===== src/rtl/i2s_master_rx.sv =====
`timescale 1ns/1ps
// i2s_master_rx: I2S master receiver. The SCK and WS outputs are generated from
// clk by a divider, and i2s_sd is captured MSB-first in standard I2S format
// (one SCK of delay after each WS change). Each completed frame is presented on
// a valid/ready interface. The whole block runs on clk. SCK is a registered
// output and is never used as a clock inside the block.
//
// Ports:
//   clk           system clock
//   rst           synchronous reset, active-high; takes priority over all other inputs
//   enable        1 = run SCK/WS and capture; 0 = idle, clear the serial path
//   i2s_sd        serial data from the microphone (already synchronised)
//   i2s_sck       bit clock, registered
//   i2s_ws        word select, registered; 0 = left slot, 1 = right slot
//   left_data     left sample, MSB-aligned two's complement
//   right_data    right sample; constant 0 when STEREO = 0
//   sample_valid  a frame is waiting on left_data/right_data
//   sample_ready  the consumer takes the frame on a clk where valid & ready
//   overrun       sticky flag: a frame was overwritten before it was accepted
//   overrun_clr   clears overrun; a new overrun event in the same clk wins
module i2s_master_rx #(
  parameter int unsigned CLK_DIV   = 4,
  parameter int unsigned DATA_SIZE = 16,
  parameter int unsigned SLOT_SIZE = 32,
  parameter int unsigned STEREO    = 1
) (
  input  logic                 clk,
  input  logic                 rst,
  input  logic                 enable,
  input  logic                 i2s_sd,
  output logic                 i2s_sck,
  output logic                 i2s_ws,
  output logic [DATA_SIZE-1:0] left_data,
  output logic [DATA_SIZE-1:0] right_data,
  output logic                 sample_valid,
  input  logic                 sample_ready,
  output logic                 overrun,
  input  logic                 overrun_clr
);

  localparam int unsigned DIV_W = $clog2(CLK_DIV);
  // The counter must be able to hold SLOT_SIZE, the value it reaches after the last rise.
  localparam int unsigned CNT_W = $clog2(SLOT_SIZE + 1);

  logic [DIV_W-1:0]     div_q, div_d;
  logic                 sck_q, sck_d;
  logic                 ws_q, ws_d;
  logic [CNT_W-1:0]     cnt_q, cnt_d;
  logic [DATA_SIZE-1:0] shift_q, shift_d;
  logic [DATA_SIZE-1:0] hold_q, hold_d;
  logic [DATA_SIZE-1:0] left_q, left_d;
  logic [DATA_SIZE-1:0] right_q, right_d;
  logic                 valid_q, valid_d;
  logic                 ovr_q, ovr_d;

  logic                 rise_c;
  logic                 fall_c;
  logic                 bit_en_c;
  logic                 last_c;
  logic                 frame_done_c;
  logic [DATA_SIZE-1:0] shift_next_c;

  // SCK divider: the counter wraps at CLK_DIV-1 and toggles SCK.
  always_comb begin
    div_d  = div_q;
    sck_d  = sck_q;
    rise_c = 1'b0;
    fall_c = 1'b0;
    if (!enable) begin
      div_d = '0;
      sck_d = 1'b0;
    end else if (div_q == DIV_W'(CLK_DIV - 1)) begin
      div_d  = '0;
      sck_d  = ~sck_q;
      rise_c = ~sck_q;
      fall_c = sck_q;
    end else begin
      div_d = div_q + DIV_W'(1);
    end
  end

  // Slot counter and WS.
  // cnt_q is the index r of the next rise within the slot.
  // WS toggles on the fall that follows rise r = SLOT_SIZE-1.
  always_comb begin
    cnt_d = cnt_q;
    ws_d  = ws_q;
    if (!enable) begin
      cnt_d = '0;
      ws_d  = 1'b0;
    end else if (rise_c) begin
      cnt_d = cnt_q + CNT_W'(1);
    end else if (fall_c && (cnt_q == CNT_W'(SLOT_SIZE))) begin
      cnt_d = '0;
      ws_d  = ~ws_q;
    end
  end

  // Capture: data is shifted in on rises r = 1..DATA_SIZE. Rise r = 0 carries
  // the I2S one-bit delay, and the rises after DATA_SIZE are padding.
  always_comb begin
    bit_en_c     = rise_c && (cnt_q >= CNT_W'(1)) && (cnt_q <= CNT_W'(DATA_SIZE));
    last_c       = rise_c && (cnt_q == CNT_W'(DATA_SIZE));
    shift_next_c = (shift_q << 1) | DATA_SIZE'(i2s_sd);
    // A frame is complete at the end of the right word, or at the end of the left word in mono mode.
    frame_done_c = last_c && ((STEREO != 0) ? ws_q : ~ws_q);
    shift_d      = shift_q;
    hold_d       = hold_q;
    if (!enable) begin
      shift_d = '0;
      hold_d  = '0;
    end else begin
      if (bit_en_c) begin
        shift_d = shift_next_c;
      end
      if (last_c && !ws_q) begin
        hold_d = shift_next_c;
      end
    end
  end

  // Output frame register, valid/ready handshake and sticky overrun flag.
  always_comb begin
    left_d  = left_q;
    right_d = right_q;
    valid_d = valid_q;
    ovr_d   = ovr_q;
    if (valid_q && sample_ready) begin
      valid_d = 1'b0;
    end
    if (overrun_clr) begin
      ovr_d = 1'b0;
    end
    if (frame_done_c) begin
      valid_d = 1'b1;
      if (STEREO != 0) begin
        left_d  = hold_q;
        right_d = shift_next_c;
      end else begin
        left_d = shift_next_c;
      end
      // A frame is overwritten only if it was neither accepted nor drained in this clk.
      if (valid_q && !sample_ready) begin
        ovr_d = 1'b1;
      end
    end
  end

  // State registers.
  always_ff @(posedge clk) begin
    if (rst) begin
      div_q   <= '0;
      sck_q   <= 1'b0;
      ws_q    <= 1'b0;
      cnt_q   <= '0;
      shift_q <= '0;
      hold_q  <= '0;
      left_q  <= '0;
      right_q <= '0;
      valid_q <= 1'b0;
      ovr_q   <= 1'b0;
    end else begin
      div_q   <= div_d;
      sck_q   <= sck_d;
      ws_q    <= ws_d;
      cnt_q   <= cnt_d;
      shift_q <= shift_d;
      hold_q  <= hold_d;
      left_q  <= left_d;
      right_q <= right_d;
      valid_q <= valid_d;
      ovr_q   <= ovr_d;
    end
  end

  assign i2s_sck      = sck_q;
  assign i2s_ws       = ws_q;
  assign left_data    = left_q;
  assign right_data   = right_q;
  assign sample_valid = valid_q;
  assign overrun      = ovr_q;

endmodule


===== config.mk =====
export PLATFORM = sky130hd
export DESIGN_NAME = i2s_master_rx
export DESIGN_NICKNAME = d
export VERILOG_FILES = /design/src/rtl/i2s_master_rx.sv
export SDC_FILE = /design/constraint.sdc
export NUM_CORES = 1
export LEC_CHECK = 0
export CORE_AREA = 5 5 86 88
export CTS_CLUSTER_DIAMETER = 50
export DETAILED_ROUTE_END_ITERATION = 16
export DIE_AREA = 0 0 91 93
export GPL_TIMING_DRIVEN = 0
export PLACE_DENSITY = 0.76
export SETUP_SLACK_MARGIN = 0.15
export SYNTH_ARGS = -nofsm -noshare
export SYNTH_HDL_FRONTEND = slang
export SYNTH_SLANG_ARGS = --single-unit
export TNS_END_PERCENT = 20

===== constraint.sdc =====
create_clock -name clk -period 3.8 [get_ports clk]
set_input_delay 0.76 -clock clk [delete_from_list [all_inputs] [get_ports clk]]
set_output_delay 0.76 -clock clk [all_outputs]
set_load 0.02 [all_outputs]

---- After elaboration in Yosys (flattened, before gate mapping) ----
Cells that the tools add are included.
storage, ports and cells
  register bits ........................... 75
  output and inout port bits .............. 36
operators by class
  $add $sub $neg .......................... 2
  magnitude comparators ................... 2
  equal/unequal tests ..................... 3
  mux-type cells .......................... 11
  bitwise gates (word level) .............. 5
  reductions and logical operators ........ 15
operator list
  cell                                                               number
  OR 16 x 1 -> 16 bit                                                1
  two-way mux 6 bit                                                  2
  two-way mux 1 bit                                                  9
  logical AND 1 bit                                                  8
  adder 6 x 1 -> 6 bit, second input constant                        1
  == test 6 x 5 -> 1 bit, second input constant                      1
  == test 6 bit, second input constant                               1
  greater-or-equal comparator 6 x 1 -> 1 bit, second input constant  1
  <= comparator 6 x 5 -> 1 bit, second input constant                1
  inverter 1 bit                                                     4
  nonzero test 2 bit                                                 2
  OR reduction 3 bit                                                 1
  adder 2 x 1 -> 2 bit, second input constant                        1
  == test 2 bit, second input constant                               1
  logical NOT 1 bit                                                  2
  AND reduction 2 bit                                                1
  OR reduction 2 bit                                                 1

---- Logic depth before layout (Yosys ltp) ----
  depth after elaboration ................. 6
  gate-level depth with buffers ........... 8
  gate-level depth less buffers ........... 6

---- Least setup slack after synthesis ----
OpenSTA, ideal clock, no wires.
  kind .................................... input-to-reg
  start ................................... input port enable
  end ..................................... register hold_q[10]
  library setup time ...................... 0.128 ns
  arrival time ............................ 1.654 ns
  data required time ...................... 3.672 ns
  slack ................................... 2.019 ns
  stages .................................. 7
  cells stage by stage .................... and4bb_1 > buf_6 > nand3b_1 > buf_6 > buf_12 > mux2i_1 > nor2_1
between the ends
  word-level cells in the longest chain between the ends .. 3
  elaborated cells between the ends (all ways) .. 5
  those cells by class .................... mux: 1; bitwise: 1; reduce/logical: 3
ends and longest elaborated chain
  element               line  text
  start, declared       29    input logic enable,
  two-way mux 1 bit     69    if (!enable) begin
  logical AND 1 bit     103   last_c = rise_c && (cnt_q == CNT_W'(DATA_SIZE));
  logical AND 1 bit     116   if (last_c && !ws_q) begin
  end signal, assigned  168   hold_q <= hold_d;
  end, declared         50    logic [DATA_SIZE-1:0] hold_q, hold_d;
Several ways; a longest one is shown, not always the timed one.
A chain may end at the register's enable or synchronous reset.

---- Worst setup path in the final report ----
  start ................................... register ws_q (netlist: i2s_ws)
  end ..................................... output port i2s_ws
RTL lines
  element                 line  text
  start, declared         47    logic ws_q, ws_d;
  start signal, assigned  165   ws_q <= ws_d;
  end, declared           32    output logic i2s_ws,
No word-level cell between the ends.

==> qor.txt <==
==================================================================================================
Status .............................................................................. finished clean
Number of buffers and inverters on the critical path ................................            1
Maximum number of pins on one net before global-route repair ........................           13
Initial detailed-routing violation count ............................................          111
Setup violation total in the final timing report ....................................            0
Type of the worst setup path ........................................................   reg -> out
H-tree depth reported by CTS ........................................................            3
Clock transition time at the flip-flop clock pins of the worst setup and hold paths .      0.08 ns
Fin. Hold Viols .....................................................................            0
Vias after detailed routing .........................................................        2,359
Setup Skew ..........................................................................  0.007812 ns
Number of antenna violations at the first check in global routing ...................            0
Root Driver .........................................................................     clkbuf_8
Height of the chip ..................................................................        93 um
Vias per cell .......................................................................        5.106
Synthesized flop and latch total ....................................................           75
Area of the multi-input gates .......................................................     1271 um2
Worst vdd ir ........................................................................    0.1743 mV
Die Footprint .......................................................................     8463 um2
CTS Buffer Depth ....................................................................            2
Startpoint class of the critical path ...............................................         flop
Async SR Flop Fraction ..............................................................           0%
Last weighted congestion value of the routability-driven placer .....................       0.8159
Placed cell count ...................................................................          446
Via count of the first global-routing pass ..........................................        2,228
Number of gates on the worst path with buffers counted ..............................            1
Worst hold-check path type ..........................................................   reg -> reg
Number of max-slew violations in the final report ...................................            0
Number of non-filler instances in the completed layout ..............................          462
Overall power after layout ..........................................................     1.332 mW
Worst-case reg-to-reg path depth ....................................................            7
Final Cycle Share ...................................................................       56.41%
CTS Sinks ...........................................................................           75
Post-cts sizing count ...............................................................            0
Number of instances in the synthesized netlist ......................................          326
Signal arrival time at the worst endpoint ...........................................      1.38 ns
Detailed placer's ending HPWL .......................................................     4.491 mm
Count of different cell masters after synthesis .....................................           37
Cell depth of the worst min-delay path ..............................................            1
DRC viols ...........................................................................            0
Routed length per placed instance ...................................................     13.55 um
Leading cell type in the layout, fill and taps excluded .............................      dfxtp_1
Wire length of the first global-routing pass ........................................     10.54 mm
Reg area ............................................................................     1501 um2
Biggest cell delay along the critical path ..........................................      0.64 ns
Area growth from synthesis to final layout ..........................................       22.51%
Remaining global-route overflow .....................................................            0
Number of fillers in the final layout ...............................................          587
Final-layout worst hold slack .......................................................    0.4304 ns
Count of pins on the block boundary .................................................           42
Max frequency .......................................................................    466.5 MHz
Later-pin clock latency in the skew report ..........................................      0.35 ns
Setup tns final .....................................................................         0 ns
Share of layout cells above drive strength 1 ........................................       12.04%
Cts bufs inserted ...................................................................            9
Initial DRT Pass Iterations .........................................................            4
Count of input and output buffers ...................................................           40
Unrepaired setup endpoints after global routing .....................................        false
Sequential area share after synthesis ...............................................       51.06%
Wirelength, routed ..................................................................     6.258 mm
# hold bufs at CTS ..................................................................            0
Final core occ ......................................................................       54.84%
CP Cell Sequence .................................................................... clkdlybuf4s50_1
Cell type group with the largest total delay on the critical path ................... buffers and inverters
Count of antenna diodes in the layout ...............................................            0
Mean cell area of the mapped netlist ................................................    9.019 um2
Slew at the pin closest to its max-slew limit .......................................    0.6417 ns
Required time reported for the critical path endpoint ...............................      3.04 ns
Relative slew slack .................................................................       57.22%
Crit. End Element ................................................................... primary output
Initial Utilization .................................................................       44.76%
GRT Total Usage .....................................................................       15.72%
Lkg Pwr .............................................................................     1.276 nW
Antenna-violating nets left .........................................................            0
Placeable core region ...............................................................     6569 um2
Post-Syn Area .......................................................................     2940 um2
Number of nets in the final layout ..................................................          388
Core Rows ...........................................................................           30
Largest fanout on the critical path .................................................            5
Number of nets produced by synthesis ................................................          337
Pwr per Cell Area ................................................................... 369.8 nW/um2
Number of enable flip-flop cells after synthesis ....................................            0
Prevailing post-synth register cell .................................................      dfxtp_1
Critical-path cell with the highest stage delay ..................................... clkdlybuf4s50_1
YS warnings .........................................................................            0
Setup repair bufs after CTS .........................................................            0
Die width ...........................................................................        91 um
Leading cell types in the layout, fill and taps excluded ............................ 75 x dfxtp_1, 70 x nand2_1, 40 x clkdlybuf4s50_1, 36 x a21oi_1, 22 x nor2_1
Final critical-path required period .................................................     2.144 ns
Maxcap violations ...................................................................            0
TritonCTS clock tree ................................................................         done
==================================================================================================
[layout make-up]
cell class,instances,area share (%)
clock buffers,11,3.647
flip-flops and latches,75,41.68
well taps,80,2.779
repair buffers,40,11.11
inverters,3,0.3126
multi-input cells,224,35.29
clock inverters,5,0.8336
plain buffers,24,4.342
[final timing paths]
kind	startpoint	endpoint	slack [ns]
setup reg to reg	cnt_q[0]	shift_q[0]	1.90
hold reg to reg	div_q[0]	div_q[0]	0.43
hold / removal	div_q[0]	div_q[0]	0.43
setup / recovery	i2s_ws	i2s_ws	1.66
[flip-flops by register name, indices dropped and copies added (netlist names)]
| name | cells |
|---|---|
| shift_q | 15 |
| right_data | 16 |
| left_data | 16 |
| hold_q | 16 |
| cnt_q | 6 |
| sample_valid | 1 |
| div_q | 2 |
| i2s_sck | 1 |
| overrun | 1 |
| i2s_ws | 1 |
[layer usage]
| layer | vias to the layer above | share of wire [%] | GRT usage (%) |
|---|---|---|---|
| met1 | 1104 | 44 | 18.65 |
| met4 | 0 | 2.2 | 8.435 |
| li1 | 1203 | - | - |
| met2 | 40 | 49 | 25.90 |
| met3 | 12 | 4.2 | 4.183 |
| met5 | - | 0 | 0 |
[cell usage after synthesis, types with 4 or more instances]
cell / n / area (um2)
ha_1: 5 / 62.56
nand3_1: 17 / 85.08
buf_2: 5 / 25.02
buf_6: 5 / 56.30
nor2_1: 22 / 82.58
dfxtp_1: 75 / 1501
a21oi_2: 14 / 122.6
nand2_1: 70 / 262.8
o21ai_0: 14 / 70.07
mux2i_1: 16 / 160.2
nand2b_1: 4 / 25.02
a21oi_1: 36 / 180.2
clkbuf_1: 10 / 37.54
[stage by stage]
| step | worst slack (ns) | cell area [um2] |
|---|---|---|
| 2_1_floorplan | 2.019 | 2940 |
| 3_3_place_gp | 1.398 | 3441 |
| 3_5_place_dp | 1.360 | 3441 |
| 4_1_cts | 1.623 | 3602 |
| 5_1_grt | 1.577 | 3602 |
| 6_report | 1.656 | 3602 |
[cells by family after synthesis]
group           after synthesis  synth area share [%]
compound gates               70                 14.04
xor+xnor                      5                 1.490
fa+ha+maj                     5                 2.128
buf+inv                      27                 5.702
flops                        75                 51.06
mux                          17                 5.830
simple gates                127                 19.74
[power breakdown]
part           leakage [nW]  internal (mW)  total, mW  switching (mW)
Clock                0.0791          0.234      0.519           0.285
Sequential            0.604          0.786      0.787        0.000507
Combinational         0.593        0.00788     0.0265          0.0186
Power figures use the tool's default switching activity.
